===== src/rtl/axi_mirror_sched.sv =====
// Mirrors one AXI manager onto a primary/secondary subordinate pair: forks AW/W/AR, joins B/R.
// Optional response comparison is enabled with `define AXI_MIRROR_SCHED_RESPCHK_EN.

package axi_mirror_sched_pkg;
   localparam int unsigned IdWidth   = 4;
   localparam int unsigned AddrWidth = 32;
   localparam int unsigned DataWidth = 32;
   localparam int unsigned StrbWidth = DataWidth / 8;

   typedef struct packed {
      logic [IdWidth-1:0]   aw_id;
      logic [AddrWidth-1:0] aw_addr;
      logic [7:0]           aw_len;
      logic [2:0]           aw_size;
      logic [1:0]           aw_burst;
      logic                 aw_valid;
      logic [DataWidth-1:0] w_data;
      logic [StrbWidth-1:0] w_strb;
      logic                 w_last;
      logic                 w_valid;
      logic                 b_ready;
      logic [IdWidth-1:0]   ar_id;
      logic [AddrWidth-1:0] ar_addr;
      logic [7:0]           ar_len;
      logic [2:0]           ar_size;
      logic [1:0]           ar_burst;
      logic                 ar_valid;
      logic                 r_ready;
   } axi_req_t;

   typedef struct packed {
      logic                 aw_ready;
      logic                 w_ready;
      logic [IdWidth-1:0]   b_id;
      logic [1:0]           b_resp;
      logic                 b_valid;
      logic                 ar_ready;
      logic [IdWidth-1:0]   r_id;
      logic [DataWidth-1:0] r_data;
      logic [1:0]           r_resp;
      logic                 r_last;
      logic                 r_valid;
   } axi_rsp_t;
endpackage

// One-channel fork: a beat is accepted upstream once both sides have taken it.
module axi_mirror_fork (
   input  logic clk_i,
   input  logic rst_i,
   input  logic valid_i,
   input  logic gate_i,
   input  logic p_ready_i,
   input  logic s_ready_i,
   output logic ready_o,
   output logic p_valid_o,
   output logic s_valid_o,
   output logic busy_o
);
   logic done_p_q, done_s_q, held_q, open_c;

   // held_q keeps the gate open for a presented-but-unaccepted beat, so valids stay stable.
   always_comb begin
      open_c    = ~rst_i & (gate_i | done_p_q | done_s_q | held_q);
      p_valid_o = valid_i & ~done_p_q & open_c;
      s_valid_o = valid_i & ~done_s_q & open_c;
      ready_o   = open_c & (p_ready_i | done_p_q) & (s_ready_i | done_s_q);
      busy_o    = done_p_q | done_s_q;
   end

   always_ff @(posedge clk_i) begin
      if (rst_i) begin
         done_p_q <= 1'b0;
         done_s_q <= 1'b0;
         held_q   <= 1'b0;
      end else if (valid_i & ready_o) begin
         done_p_q <= 1'b0;
         done_s_q <= 1'b0;
         held_q   <= 1'b0;
      end else begin
         done_p_q <= done_p_q | (p_valid_o & p_ready_i);
         done_s_q <= done_s_q | (s_valid_o & s_ready_i);
         held_q   <= valid_i & open_c;
      end
   end
endmodule

module axi_mirror_sched #(
   parameter int unsigned MaxTxns = 8,
   parameter type axi_req_t = axi_mirror_sched_pkg::axi_req_t,
   parameter type axi_rsp_t = axi_mirror_sched_pkg::axi_rsp_t,
   localparam int unsigned CntWidth = $clog2(MaxTxns + 1)
) (
   input  logic                clk_i,
   input  logic                rst_i,
   input  axi_req_t            slv_req_i,
   output axi_rsp_t            slv_rsp_o,
   output axi_req_t            p_req_o,
   input  axi_rsp_t            p_rsp_i,
   output axi_req_t            s_req_o,
   input  axi_rsp_t            s_rsp_i,
   input  logic                flush_i,
   output logic                idle_o,
   output logic [CntWidth-1:0] w_out_o,
   output logic [CntWidth-1:0] r_out_o
`ifdef AXI_MIRROR_SCHED_RESPCHK_EN
   ,
   output logic                resp_mismatch_o,
   output logic [15:0]         mismatch_cnt_o
`endif
);
   logic [CntWidth-1:0] w_out_q, r_out_q, sb_cnt_q, sr_cnt_q;
   logic aw_gate_c, ar_gate_c;
   logic aw_ready_c, w_ready_c, ar_ready_c;
   logic p_aw_valid_c, s_aw_valid_c, p_w_valid_c, s_w_valid_c, p_ar_valid_c, s_ar_valid_c;
   logic aw_busy_c, w_busy_c, ar_busy_c;
   logic aw_hs_c, ar_hs_c;
   logic s_b_acc_c, s_r_acc_c, b_ok_c, r_ok_c, b_hs_c, r_last_hs_c;

   assign aw_gate_c = ~flush_i & (w_out_q < CntWidth'(MaxTxns));
   assign ar_gate_c = ~flush_i & (r_out_q < CntWidth'(MaxTxns));

   axi_mirror_fork u_aw_fork (
      .clk_i, .rst_i,
      .valid_i   (slv_req_i.aw_valid),
      .gate_i    (aw_gate_c),
      .p_ready_i (p_rsp_i.aw_ready),
      .s_ready_i (s_rsp_i.aw_ready),
      .ready_o   (aw_ready_c),
      .p_valid_o (p_aw_valid_c),
      .s_valid_o (s_aw_valid_c),
      .busy_o    (aw_busy_c)
   );

   axi_mirror_fork u_w_fork (
      .clk_i, .rst_i,
      .valid_i   (slv_req_i.w_valid),
      .gate_i    (1'b1),
      .p_ready_i (p_rsp_i.w_ready),
      .s_ready_i (s_rsp_i.w_ready),
      .ready_o   (w_ready_c),
      .p_valid_o (p_w_valid_c),
      .s_valid_o (s_w_valid_c),
      .busy_o    (w_busy_c)
   );

   axi_mirror_fork u_ar_fork (
      .clk_i, .rst_i,
      .valid_i   (slv_req_i.ar_valid),
      .gate_i    (ar_gate_c),
      .p_ready_i (p_rsp_i.ar_ready),
      .s_ready_i (s_rsp_i.ar_ready),
      .ready_o   (ar_ready_c),
      .p_valid_o (p_ar_valid_c),
      .s_valid_o (s_ar_valid_c),
      .busy_o    (ar_busy_c)
   );

   // S completions are only counted while a matching burst is outstanding.
   always_comb begin
      aw_hs_c     = slv_req_i.aw_valid & aw_ready_c;
      ar_hs_c     = slv_req_i.ar_valid & ar_ready_c;
      s_b_acc_c   = s_rsp_i.b_valid & (sb_cnt_q < w_out_q);
      s_r_acc_c   = s_rsp_i.r_valid & s_rsp_i.r_last & (sr_cnt_q < r_out_q);
      b_ok_c      = ~rst_i & ((sb_cnt_q != '0) | s_b_acc_c);
      r_ok_c      = ~rst_i & (~p_rsp_i.r_last | (sr_cnt_q != '0) | s_r_acc_c);
      b_hs_c      = p_rsp_i.b_valid & slv_req_i.b_ready & b_ok_c;
      r_last_hs_c = p_rsp_i.r_valid & p_rsp_i.r_last & slv_req_i.r_ready & r_ok_c;
   end

   always_comb begin
      slv_rsp_o          = p_rsp_i;
      slv_rsp_o.aw_ready = aw_ready_c;
      slv_rsp_o.w_ready  = w_ready_c;
      slv_rsp_o.ar_ready = ar_ready_c;
      slv_rsp_o.b_valid  = p_rsp_i.b_valid & b_ok_c;
      slv_rsp_o.r_valid  = p_rsp_i.r_valid & r_ok_c;

      p_req_o            = slv_req_i;
      p_req_o.aw_valid   = p_aw_valid_c;
      p_req_o.w_valid    = p_w_valid_c;
      p_req_o.ar_valid   = p_ar_valid_c;
      p_req_o.b_ready    = slv_req_i.b_ready & b_ok_c;
      p_req_o.r_ready    = slv_req_i.r_ready & r_ok_c;

      s_req_o            = slv_req_i;
      s_req_o.aw_valid   = s_aw_valid_c;
      s_req_o.w_valid    = s_w_valid_c;
      s_req_o.ar_valid   = s_ar_valid_c;
      s_req_o.b_ready    = 1'b1;
      s_req_o.r_ready    = 1'b1;
   end

   always_ff @(posedge clk_i) begin
      if (rst_i) begin
         w_out_q  <= '0;
         r_out_q  <= '0;
         sb_cnt_q <= '0;
         sr_cnt_q <= '0;
      end else begin
         w_out_q  <= w_out_q + CntWidth'(aw_hs_c) - CntWidth'(b_hs_c);
         r_out_q  <= r_out_q + CntWidth'(ar_hs_c) - CntWidth'(r_last_hs_c);
         sb_cnt_q <= sb_cnt_q + CntWidth'(s_b_acc_c) - CntWidth'(b_hs_c);
         sr_cnt_q <= sr_cnt_q + CntWidth'(s_r_acc_c) - CntWidth'(r_last_hs_c);
      end
   end

   assign w_out_o = w_out_q;
   assign r_out_o = r_out_q;
   assign idle_o  = (w_out_q == '0) & (r_out_q == '0) & (sb_cnt_q == '0) & (sr_cnt_q == '0)
                  & ~aw_busy_c & ~w_busy_c & ~ar_busy_c;

   // A secondary completion with no burst left to match means the mirrors diverged.
   a_s_b_orphan : assert property (@(posedge clk_i) disable iff (rst_i)
      s_rsp_i.b_valid |-> (sb_cnt_q < w_out_q));
   a_s_r_orphan : assert property (@(posedge clk_i) disable iff (rst_i)
      (s_rsp_i.r_valid & s_rsp_i.r_last) |-> (sr_cnt_q < r_out_q));

`ifdef AXI_MIRROR_SCHED_RESPCHK_EN
   localparam int unsigned PtrWidth = (MaxTxns > 1) ? $clog2(MaxTxns) : 1;

   logic [1:0]          b_fifo_q [MaxTxns];
   logic [1:0]          r_fifo_q [MaxTxns];
   logic [PtrWidth-1:0] b_wr_q, b_rd_q, r_wr_q, r_rd_q;
   logic [1:0]          b_head_c, r_head_c;
   logic                b_push_c, b_pop_c, r_push_c, r_pop_c, b_mis_c, r_mis_c;
   logic [16:0]         cnt_sum_c;

   function automatic logic [PtrWidth-1:0] ptr_inc(input logic [PtrWidth-1:0] ptr);
      return (ptr == PtrWidth'(MaxTxns - 1)) ? '0 : ptr + PtrWidth'(1);
   endfunction

   // An empty FIFO bypasses the S response arriving in the same cycle as the P handshake.
   always_comb begin
      b_head_c  = (sb_cnt_q == '0) ? s_rsp_i.b_resp : b_fifo_q[b_rd_q];
      r_head_c  = (sr_cnt_q == '0) ? s_rsp_i.r_resp : r_fifo_q[r_rd_q];
      b_pop_c   = b_hs_c & (sb_cnt_q != '0);
      r_pop_c   = r_last_hs_c & (sr_cnt_q != '0);
      b_push_c  = s_b_acc_c & ~(b_hs_c & (sb_cnt_q == '0));
      r_push_c  = s_r_acc_c & ~(r_last_hs_c & (sr_cnt_q == '0));
      b_mis_c   = b_hs_c & (p_rsp_i.b_resp != b_head_c);
      r_mis_c   = r_last_hs_c & (p_rsp_i.r_resp != r_head_c);
      cnt_sum_c = 17'(mismatch_cnt_o) + 17'(b_mis_c) + 17'(r_mis_c);
   end

   always_ff @(posedge clk_i) begin
      if (rst_i) begin
         b_wr_q          <= '0;
         b_rd_q          <= '0;
         r_wr_q          <= '0;
         r_rd_q          <= '0;
         resp_mismatch_o <= 1'b0;
         mismatch_cnt_o  <= '0;
      end else begin
         if (b_push_c) begin
            b_fifo_q[b_wr_q] <= s_rsp_i.b_resp;
            b_wr_q           <= ptr_inc(b_wr_q);
         end
         if (b_pop_c) b_rd_q <= ptr_inc(b_rd_q);
         if (r_push_c) begin
            r_fifo_q[r_wr_q] <= s_rsp_i.r_resp;
            r_wr_q           <= ptr_inc(r_wr_q);
         end
         if (r_pop_c) r_rd_q <= ptr_inc(r_rd_q);
         resp_mismatch_o <= b_mis_c | r_mis_c;
         mismatch_cnt_o  <= cnt_sum_c[16] ? 16'hFFFF : cnt_sum_c[15:0];
      end
   end

   logic unused_s_rsp;
   assign unused_s_rsp = ^s_rsp_i;
`else
   // Secondary payload is sunk without comparison in this build.
   logic unused_s_rsp;
   assign unused_s_rsp = ^s_rsp_i;
`endif
endmodule

===== config.mk =====
export PLATFORM = sky130hd
export DESIGN_NAME = axi_mirror_sched
export DESIGN_NICKNAME = d
export VERILOG_FILES = /design/src/rtl/axi_mirror_sched.sv
export SDC_FILE = /design/constraint.sdc
export NUM_CORES = 1
export LEC_CHECK = 0
export ABC_AREA = 0
export CELL_PAD_IN_SITES_DETAIL_PLACEMENT = 1
export CELL_PAD_IN_SITES_GLOBAL_PLACEMENT = 1
export CORE_AREA = 2 2 225 227
export CTS_CLUSTER_DIAMETER = 40
export DETAILED_ROUTE_END_ITERATION = 8
export DIE_AREA = 0 0 227 229
export PLACE_DENSITY_LB_ADDON = 0.12
export SYNTH_ARGS = -nofsm -noshare
export SYNTH_HDL_FRONTEND = slang
export SYNTH_SLANG_ARGS = --single-unit

===== constraint.sdc =====
create_clock -name clk_i -period 3.7 [get_ports clk_i]
set_input_delay 0.555 -clock clk_i [delete_from_list [all_inputs] [get_ports clk_i]]
set_output_delay 0.555 -clock clk_i [all_outputs]
set_load 0.03 [all_outputs]

==> results.md, run 1 <==
- Run status: finished, final reports clean
- Port Buffers: 42
- Worst slack, placed: approximately 0.38 ns
- Total Routing Usage GR: roughly 4.4%
- Crit-path max cell delay: approximately 0.70 ns
- Root Driver: clkbuf_16
- Comb power frac: 52.1%
- Highest-count cells in the layout ignoring fill and taps: clkdlybuf4s50_1 (36), nor2_1 (28), dfxtp_1 (24)
- Synth Area in XOR/XNOR: ~2.2%
- Drt wl/cell: approximately 13 um
- Fin Hold WS: approximately 0.55 ns
- Register area: 480 um2
- Layout cells sized above 1: between 8 and 9%
- Compound-Gate Fraction of Synth Area: between 5 and 6%
- Hold Vio Cnt, Final: 0
- Rows: 82
- Remaining routing DRC violations: 0
- Vias: ~1800
- Crit path kind: register to output pin
- FILL cells: approximately 5900
- Switching part of the total: a little over two fifths
- Setup TNS: 0 ns
- Period utilization: between 80 and 90%
- Final Max Tran Viols: 0
- Largest net degree at the start of global routing: 15
- Placeable core region: ~50000 um2
- Crit Path Max Fanout: 4
- Leakage Power: a little under 1 nW
- Clock sinks: 24
- Skew-Pair Late Insertion Delay: about 0.28 ns
- Worst min path class: register to register
- Post-synthesis mux area share: 0%
- Crit path DAT: between 2 and 3 ns
- Peak supply drop: 138 uV
- Final worst slack: approximately 0.46 ns
- Clk network pwr share: around 23%
- Synthesis-to-layout area growth: -24.4%
- Critical path buffer and inverter count: 2
- Int Pwr: roughly 0.9 mW
- Crit path time final: 3.24 ns
- Global placement routability congestion: 0.620
- # Max-Cap Violations: 0
- Vias in the first global route: around 2000
- Synthesized instance count: ~510
- Grt ovf: 0
- Clock buffer count from CTS: 3
- Drt total wl: ~12 mm
- R2r setup slk: 0.84 ns
- Crit start category: register
- Synth Area per Inst: just under 8 um2
- Area of the multi-input gates: between 1000 and 1500 um2
- CTS tree: built
- Fmax: between 300 and 400 MHz
- Worst Path Required: 3.14 ns
- Sequential power share: 24.8%
- I/O pin count: about 580
- Deepest clock path buffer count: 2
- Worst path top cell family by delay: buffers and inverters
- Sequential share of the synthesized area: a little under an eighth
- Post-synth cell types: 38
- DRT antenna net count: 0
- Initial Utilization: slightly above 8%
- Buffer count from post-CTS setup fixing: 0
- Simple logic cell fraction of the synthesized area: a little under a tenth
- Cts hold-fix bufs: 0
- Mapped Area: slightly above 4000 um2
- DRT iter0 DRCs: 53
- Power per cell area: roughly 500 nW/um2
- Layout Nets: approximately 510
- Vias/cell: around 2.0
- # resized after CTS: 0
- Die area: slightly above 50000 um2
- Combinational family with the most area after synthesis: buffers and inverters
- Post-Synth Adder-Cell Area: around 8.8%
- Global-route wire length before repair: between 15 and 20 mm
- Die Span Y: ~230 um
- Commonest non-fill, non-tap cell in the layout: clkdlybuf4s50_1
- Antenna Cells: 0
- Clock slew at reported path FFs: around 0.080 ns
- H-tree depth: 1
- Crit-path slowest cell: clkdlybuf4s50_1
- Die X: between 200 and 250 um
- RSZ-0062 raised after global routing: no
- FF+latch count, synth: 24
- Switch Pwr: around 0.63 mW
- 1st-pass router iterations: 3
- DPL Wire Length: about 10 mm
- Final Setup Violations: 0
- CP endpoint kind: output pin
- Setup clock skew after layout: 0.00500 ns
- Synth warnings: 0
- Worst path cell trace: inv_1 > ha_1 > or4b_1 > a21oi_2 > a211oi_2 > nor3b_1 > clkdlybuf4s50_1
- Initial antenna violation count: 0
[power groups by stage]
stage               clock [mW]  combinational, mW  sequential [mW]
CTS                      0.386              0.832            0.386
global placement             0              0.828            0.392
detailed placement           0              0.827            0.393
finish                   0.352              0.793            0.377
floorplan                    0               1.13            0.403
global route             0.390              0.897            0.394
[sequential cells by signal (all words and copies together), names as in the netlist]
signal,flops
r_out_o,4
sb_cnt_q,4
sr_cnt_q,4
u_ar_fork.done_p_q,1
u_ar_fork.done_s_q,1
u_ar_fork.held_q,1
u_aw_fork.done_p_q,1
u_aw_fork.done_s_q,1
u_aw_fork.held_q,1
u_w_fork.done_p_q,1
u_w_fork.done_s_q,1
w_out_o,4
[path summary, 6_finish.rpt]
kind                                start                      endpoint  cells after the start
max                 w_out_o[1]$_SDFF_PP0_                 slv_rsp_o[41]                      7
min          u_w_fork.done_s_q$_SDFF_PP0_  u_w_fork.done_s_q$_SDFF_PP0_                      2
max reg2reg         w_out_o[1]$_SDFF_PP0_         w_out_o[3]$_SDFF_PP0_                     11
min reg2reg  u_w_fork.done_s_q$_SDFF_PP0_  u_w_fork.done_s_q$_SDFF_PP0_                      2
[cell usage after synthesis]
cell type / instances / area (um2)
nor2_1: 28 / 105
clkbuf_1: 3 / 11.3
nor3b_1: 2 / 15.0
nor4_1: 2 / 12.5
dfxtp_1: 24 / 480
nor2b_1: 7 / 43.8
nand2_1: 8 / 30.0
nand3_1: 3 / 15.0
or3_4: 1 / 11.3
buf_4: 326 / 2450
a211oi_2: 1 / 12.5
nor3_1: 4 / 20.0
a21oi_2: 1 / 8.76
and3b_1: 1 / 8.76
o22ai_1: 1 / 6.26
a21o_1: 6 / 45.0
a21oi_1: 15 / 75.1
a21boi_1: 2 / 15.0
a211oi_1: 1 / 7.51
nand2b_1: 4 / 25.0
o22a_1: 2 / 17.5
xnor2_1: 7 / 61.3
and2b_1: 1 / 7.51
and2_1: 6 / 37.5
nand4_1: 1 / 6.26
inv_2: 1 / 3.75
ha_1: 22 / 275
o21ai_1: 3 / 15.0
inv_1: 15 / 56.3
conb_1: 1 / 3.75
and3_1: 2 / 12.5
or2_0: 1 / 6.26
or4b_1: 1 / 10.0
nand3b_1: 1 / 7.51
o21ai_0: 1 / 5.00
xor2_1: 3 / 26.3
fa_1: 4 / 80.1
or2_1: 1 / 6.26
[logic make-up (layout without fill, tap and decap cells)]
kind of cell | Yosys count | in the layout
AO/OA/AOI/OAI | 33 | 33
buffers and inverters | 345 | 68
AND/OR/NAND/NOR | 74 | 74
flip-flops | 24 | 24
XOR/XNOR | 10 | 10
adder cells (fa/ha/maj) | 26 | 26
other | 1 | 2
[final cells by class]
class / count / share of cell area [%]
clock inverter: 1 / 0.984
timing repair buffer: 48 / 17.2
sequential: 24 / 15.8
tap: 672 / 27.6
multi-input combinational: 145 / 34.0
inverter: 16 / 1.97
clock buffer: 3 / 2.46
[metal layers]
| layer | vias to the layer above | part of all wire [%] | GRT usage, % |
|---|---|---|---|
| met3 | 99 | 16 | 3.27 |
| met2 | 225 | 45 | 6.89 |
| met5 | - | 0 | 0 |
| li1 | 732 | - | - |
| met4 | 0 | 9.1 | 4.13 |
| met1 | 753 | 29 | 3.62 |
[worst min-delay path: stages (launching register included)]
cell and delay [ns]:
dfxtp_1 0.39, a21oi_1 0.06, nor2_1 0.07
[per-stage QoR]
step	utilization [%]	instances	total power, mW	cell area [um2]
after detailed placement	5.93	905	1.22	2950
final	6.14	909	1.52	3050
after global routing	6.14	909	1.68	3050
after global placement	5.93	905	1.22	2950
after CTS	6.14	909	1.60	3050
after floorplan	-	514	1.53	4040
Power figures use the tool's default switching activity.
==> inputs of run 2 (changes only) <==
--- a/config.mk
+++ b/config.mk
@@ -8,11 +8,12 @@
 export ABC_AREA = 0
 export CELL_PAD_IN_SITES_DETAIL_PLACEMENT = 1
 export CELL_PAD_IN_SITES_GLOBAL_PLACEMENT = 1
-export CORE_AREA = 2 2 225 227
+export CORE_AREA = 2 2 227 229
 export CTS_CLUSTER_DIAMETER = 40
 export DETAILED_ROUTE_END_ITERATION = 8
-export DIE_AREA = 0 0 227 229
+export DIE_AREA = 0 0 229 231
 export PLACE_DENSITY_LB_ADDON = 0.12
 export SYNTH_ARGS = -nofsm -noshare
 export SYNTH_HDL_FRONTEND = slang
+export SYNTH_HIERARCHICAL = 1
 export SYNTH_SLANG_ARGS = --single-unit
==> run 2 against run 1 <==
  * Combinational power about the same
  * Clock-buffer cell count increased by 1
  * Worst hold slack improved by 0.079 ns
  * First-iteration DRC count decreased by 38%
  * Wire length decreased by 12%
  * Global-route usage decreased by 0.61 points
  * Sequential cell count increased by 1
  * Critical path depth increased by 1
  * Register-to-register slack improved by 0.03 ns
==> results.md, run 2 <==
- Setup TNS: 0 ns (unchanged)
- Power per cell area: 457 nW/um2 (was 499 nW/um2)
- Initial Utilization: 8.20% (was 8.12%)
- Total Routing Usage GR: 3.83% (was 4.43%)
- Grt ovf: 0 (unchanged)
- Synth Area per Inst: 8.08 um2 (was 7.86 um2)
- Async SR Flop Fraction: 0% (unchanged)
- Hold Vio Cnt, Final: 0 (unchanged)
- Drt total wl: 10.5 mm (was 11.9 mm)
- DRT antenna net count: 0 (unchanged)
- Leakage Power: 0.951 nW (was 0.981 nW)
- Switch Pwr: 0.611 mW (was 0.635 mW)
- Synth top area share: 58.9% (was 60.7%)
- Period utilization: 87.3% (was 87.5%)
- Crit path DAT: 2.68 ns (about the same)
- Layout cells sized above 1: 9.66% (was 8.44%)
- Post-synth cell types: 33 (was 38)
- Die area: 52900 um2 (was 52000 um2)
- Layout Nets: 508 (was 507)
- FILL cells: 6123 (was 5947)
- Cts hold-fix bufs: 0 (unchanged)
- Worst-Margin Slew: ~0.56 ns
- Commonest non-fill, non-tap cell in the layout: clkdlybuf4s50_1 (unchanged)
- Placeable core region: 50700 um2 (was 49700 um2)
- Post-synth EDFFs: 0 (unchanged)
- Crit-path slowest cell: clkdlybuf4s50_1 (unchanged)
- Sequential share of the synthesized area: 12.0% (was 11.9%)
- Deepest clock path buffer count: 2 (unchanged)
- Skew-Pair Late Insertion Delay: 0.28 ns (about the same)
- Die Span Y: 231 um (was 229 um)
- Global-route wire length before repair: 14.8 mm (was 15.7 mm)
- Buffer count from post-CTS setup fixing: 0 (unchanged)
- Die X: 229 um (was 227 um)
- FF+latch count, synth: 25 (was 24)
- Final worst slack: 0.470 ns (was 0.464 ns)
- Final Max Tran Viols: 0 (unchanged)
- Vias/cell: 2.01 (was 1.99)
- Crit-path max cell delay: 0.68 ns (was 0.70 ns)
- Synthesized instance count: 514 (was 513)
- Fmax: 310 MHz (was 309 MHz)
- Port Buffers: 42 (unchanged)
- Clock buffer count from CTS: 3 (unchanged)
- Initial antenna violation count: 0 (unchanged)
- Synth warnings: 6 (was 0)
- DRT iter0 DRCs: 33 (was 53)
- Clock sinks: 25 (was 24)
- Clock slew at reported path FFs: 0.08 ns (about the same)
- Layout Cells excl Fill: 918 (was 909)
- Mapped Area: 4150 um2 (was 4030 um2)
- Vias in the first global route: 2134 (was 2003)
- Switching part of the total: 42.2% (was 41.7%)
- Worst slack, placed: 0.507 ns (was 0.379 ns)
- Ys flop type: dfxtp_1 (unchanged)
- Highest-count cells in the layout ignoring fill and taps: clkdlybuf4s50_1 (35), dfxtp_1 (25), ha_1 (22) (was clkdlybuf4s50_1 (36), nor2_1 (28), dfxtp_1 (24))
- Most common library cells after synthesis: buf_4 (326), dfxtp_1 (25), ha_1 (22) (was buf_4 (326), nor2_1 (28), dfxtp_1 (24))
- Crit start category: register (unchanged)
- Drt wl/cell: 11.5 um (was 13.1 um)
- Yosys top cell by area: buf_4 (unchanged)
- Worst path cell trace: inv_1 > ha_1 > a21oi_1 > o21ai_1 > a211oi_2 > or2_1 > and3b_1 > clkdlybuf4s50_1 (was inv_1 > ha_1 > or4b_1 > a21oi_2 > a211oi_2 > nor3b_1 > clkdlybuf4s50_1)
- DPL Wire Length: 8.60 mm (was 10.0 mm)
- Final Setup Violations: 0 (unchanged)
- Antenna Cells: 0 (unchanged)
- Slew headroom: a little over three fifths
- Vias: 1844 (was 1809)
- Int Pwr: 0.838 mW (was 0.887 mW)
- Worst min path class: register to register (unchanged)
- Root Driver: clkbuf_16 (unchanged)
- Synthesis-to-layout area growth: -23.7% (was -24.4%)
- Comb power frac: 54.5% (was 52.1%)
- H-tree depth: 1 (unchanged)
- 1st-pass router iterations: 4 (was 3)
- Crit path kind: register to output pin (unchanged)
- I/O pin count: 582 (unchanged)
- CTS tree: built (unchanged)
- Global placement routability congestion: 0.616 (was 0.620)
- # Max-Cap Violations: 0 (unchanged)
- Sequential power share: 26.7% (was 24.8%)
- Peak supply drop: 139 uV (was 138 uV)
- Run status: finished, final reports clean (unchanged)
- CP endpoint kind: output pin (unchanged)
- Crit Path Max Fanout: 4 (unchanged)
- Rows: 83 (was 82)
- Remaining routing DRC violations: 0 (unchanged)
- Largest net degree at the start of global routing: 35 (was 15)
- Placed Cells: 914 (was 905)
- Worst Path Required: 3.14 ns (about the same)
- Area contributors post-synth: buf_4 (59%), dfxtp_1 (12%), ha_1 (6.6%) (was buf_4 (61%), dfxtp_1 (12%), ha_1 (6.8%))
- Crit path time final: 3.23 ns (was 3.24 ns)
- Setup clock skew after layout: 0.00197 ns (was 0.00500 ns)
- Clk network pwr share: 18.8% (was 23.1%)
- # resized after CTS: 0 (unchanged)
- Power, Total: 1.45 mW (was 1.52 mW)
- Count leader, synth: buf_4 (unchanged)
- RSZ-0062 raised after global routing: no (unchanged)
==> run 2: metal layers <==
| metal | global-route usage (%) | part of all wire, % |
|---|---|---|
| met5 | 0 | 0 |
| met4 | 3.71 | 8.2 |
| met3 | 2.82 | 17 |
| met2 | 5.72 | 44 |
| met1 | 3.30 | 31 |
==> run 2: cells by family (layout without fill, tap and decap cells) <==
family          Yosys count  count (layout)  share of synthesized area, %
compound gates           34              34                          4.94
xor+xnor                 10              10                          2.11
fa+ha+maj                26              26                          8.55
buf+inv                 346              68                          60.7
flops                    25              25                          12.0
other cells               1               3                        0.0903
simple gates             72              72                          11.5
==> run 2: area by class of cell <==
| type | count | area (um2) | area share, % |
|---|---|---|---|
| flip-flops and latches | 25 | 500 | 15.8 |
| well taps | 680 | 851 | 26.8 |
| clock buffers | 4 | 78.8 | 2.49 |
| repair buffers | 46 | 533 | 16.8 |
| inverters | 18 | 67.6 | 2.13 |
| multi-input cells | 145 | 1140 | 35.9 |
==> run 2: worst max-delay path: cells and delay by family (launching register included) <==
kind	cells	cell delay, ns
simple gates	2	0.35
fa+ha+maj	1	0.32
buf+inv	2	0.78
flops	1	0.36
compound gates	3	0.60
==> run 2: power groups by stage <==
| stage | clock [mW] | sequential (mW) | combinational [mW] |
|---|---|---|---|
| finish | 0.273 | 0.386 | 0.790 |
| global route | 0.304 | 0.399 | 0.906 |
| CTS | 0.299 | 0.393 | 0.826 |
| detailed placement | 0 | 0.400 | 0.818 |
| global placement | 0 | 0.400 | 0.826 |
| floorplan | 0 | 0.412 | 1.11 |
==> run 2: through the flow <==
| stage | hold WS [ns] | util (%) | instance area [um2] |
|---|---|---|---|
| floorplan | 0.558 | - | 4160 |
| global placement | 0.615 | 6.10 | 3090 |
| detailed placement | 0.619 | 6.10 | 3090 |
| CTS | 0.630 | 6.25 | 3170 |
| global route | 0.656 | 6.25 | 3170 |
| finish | 0.626 | 6.25 | 3170 |
==> run 2: path summary, 6_finish.rpt <==
check / from / to / slack [ns] / cells past startpoint
hold reg to reg: u_ar_fork/done_s_q$_SDFF_PP0_ / u_ar_fork/done_s_q$_SDFF_PP0_ / 0.63 / 2
hold / removal: u_ar_fork/done_s_q$_SDFF_PP0_ / u_ar_fork/done_s_q$_SDFF_PP0_ / 0.63 / 2
setup / recovery: r_out_o[2]$_SDFF_PP0_ / p_req_o[0] / 0.47 / 8
setup reg to reg: w_out_o[1]$_SDFF_PP0_ / w_out_o[2]$_SDFF_PP0_ / 0.87 / 12
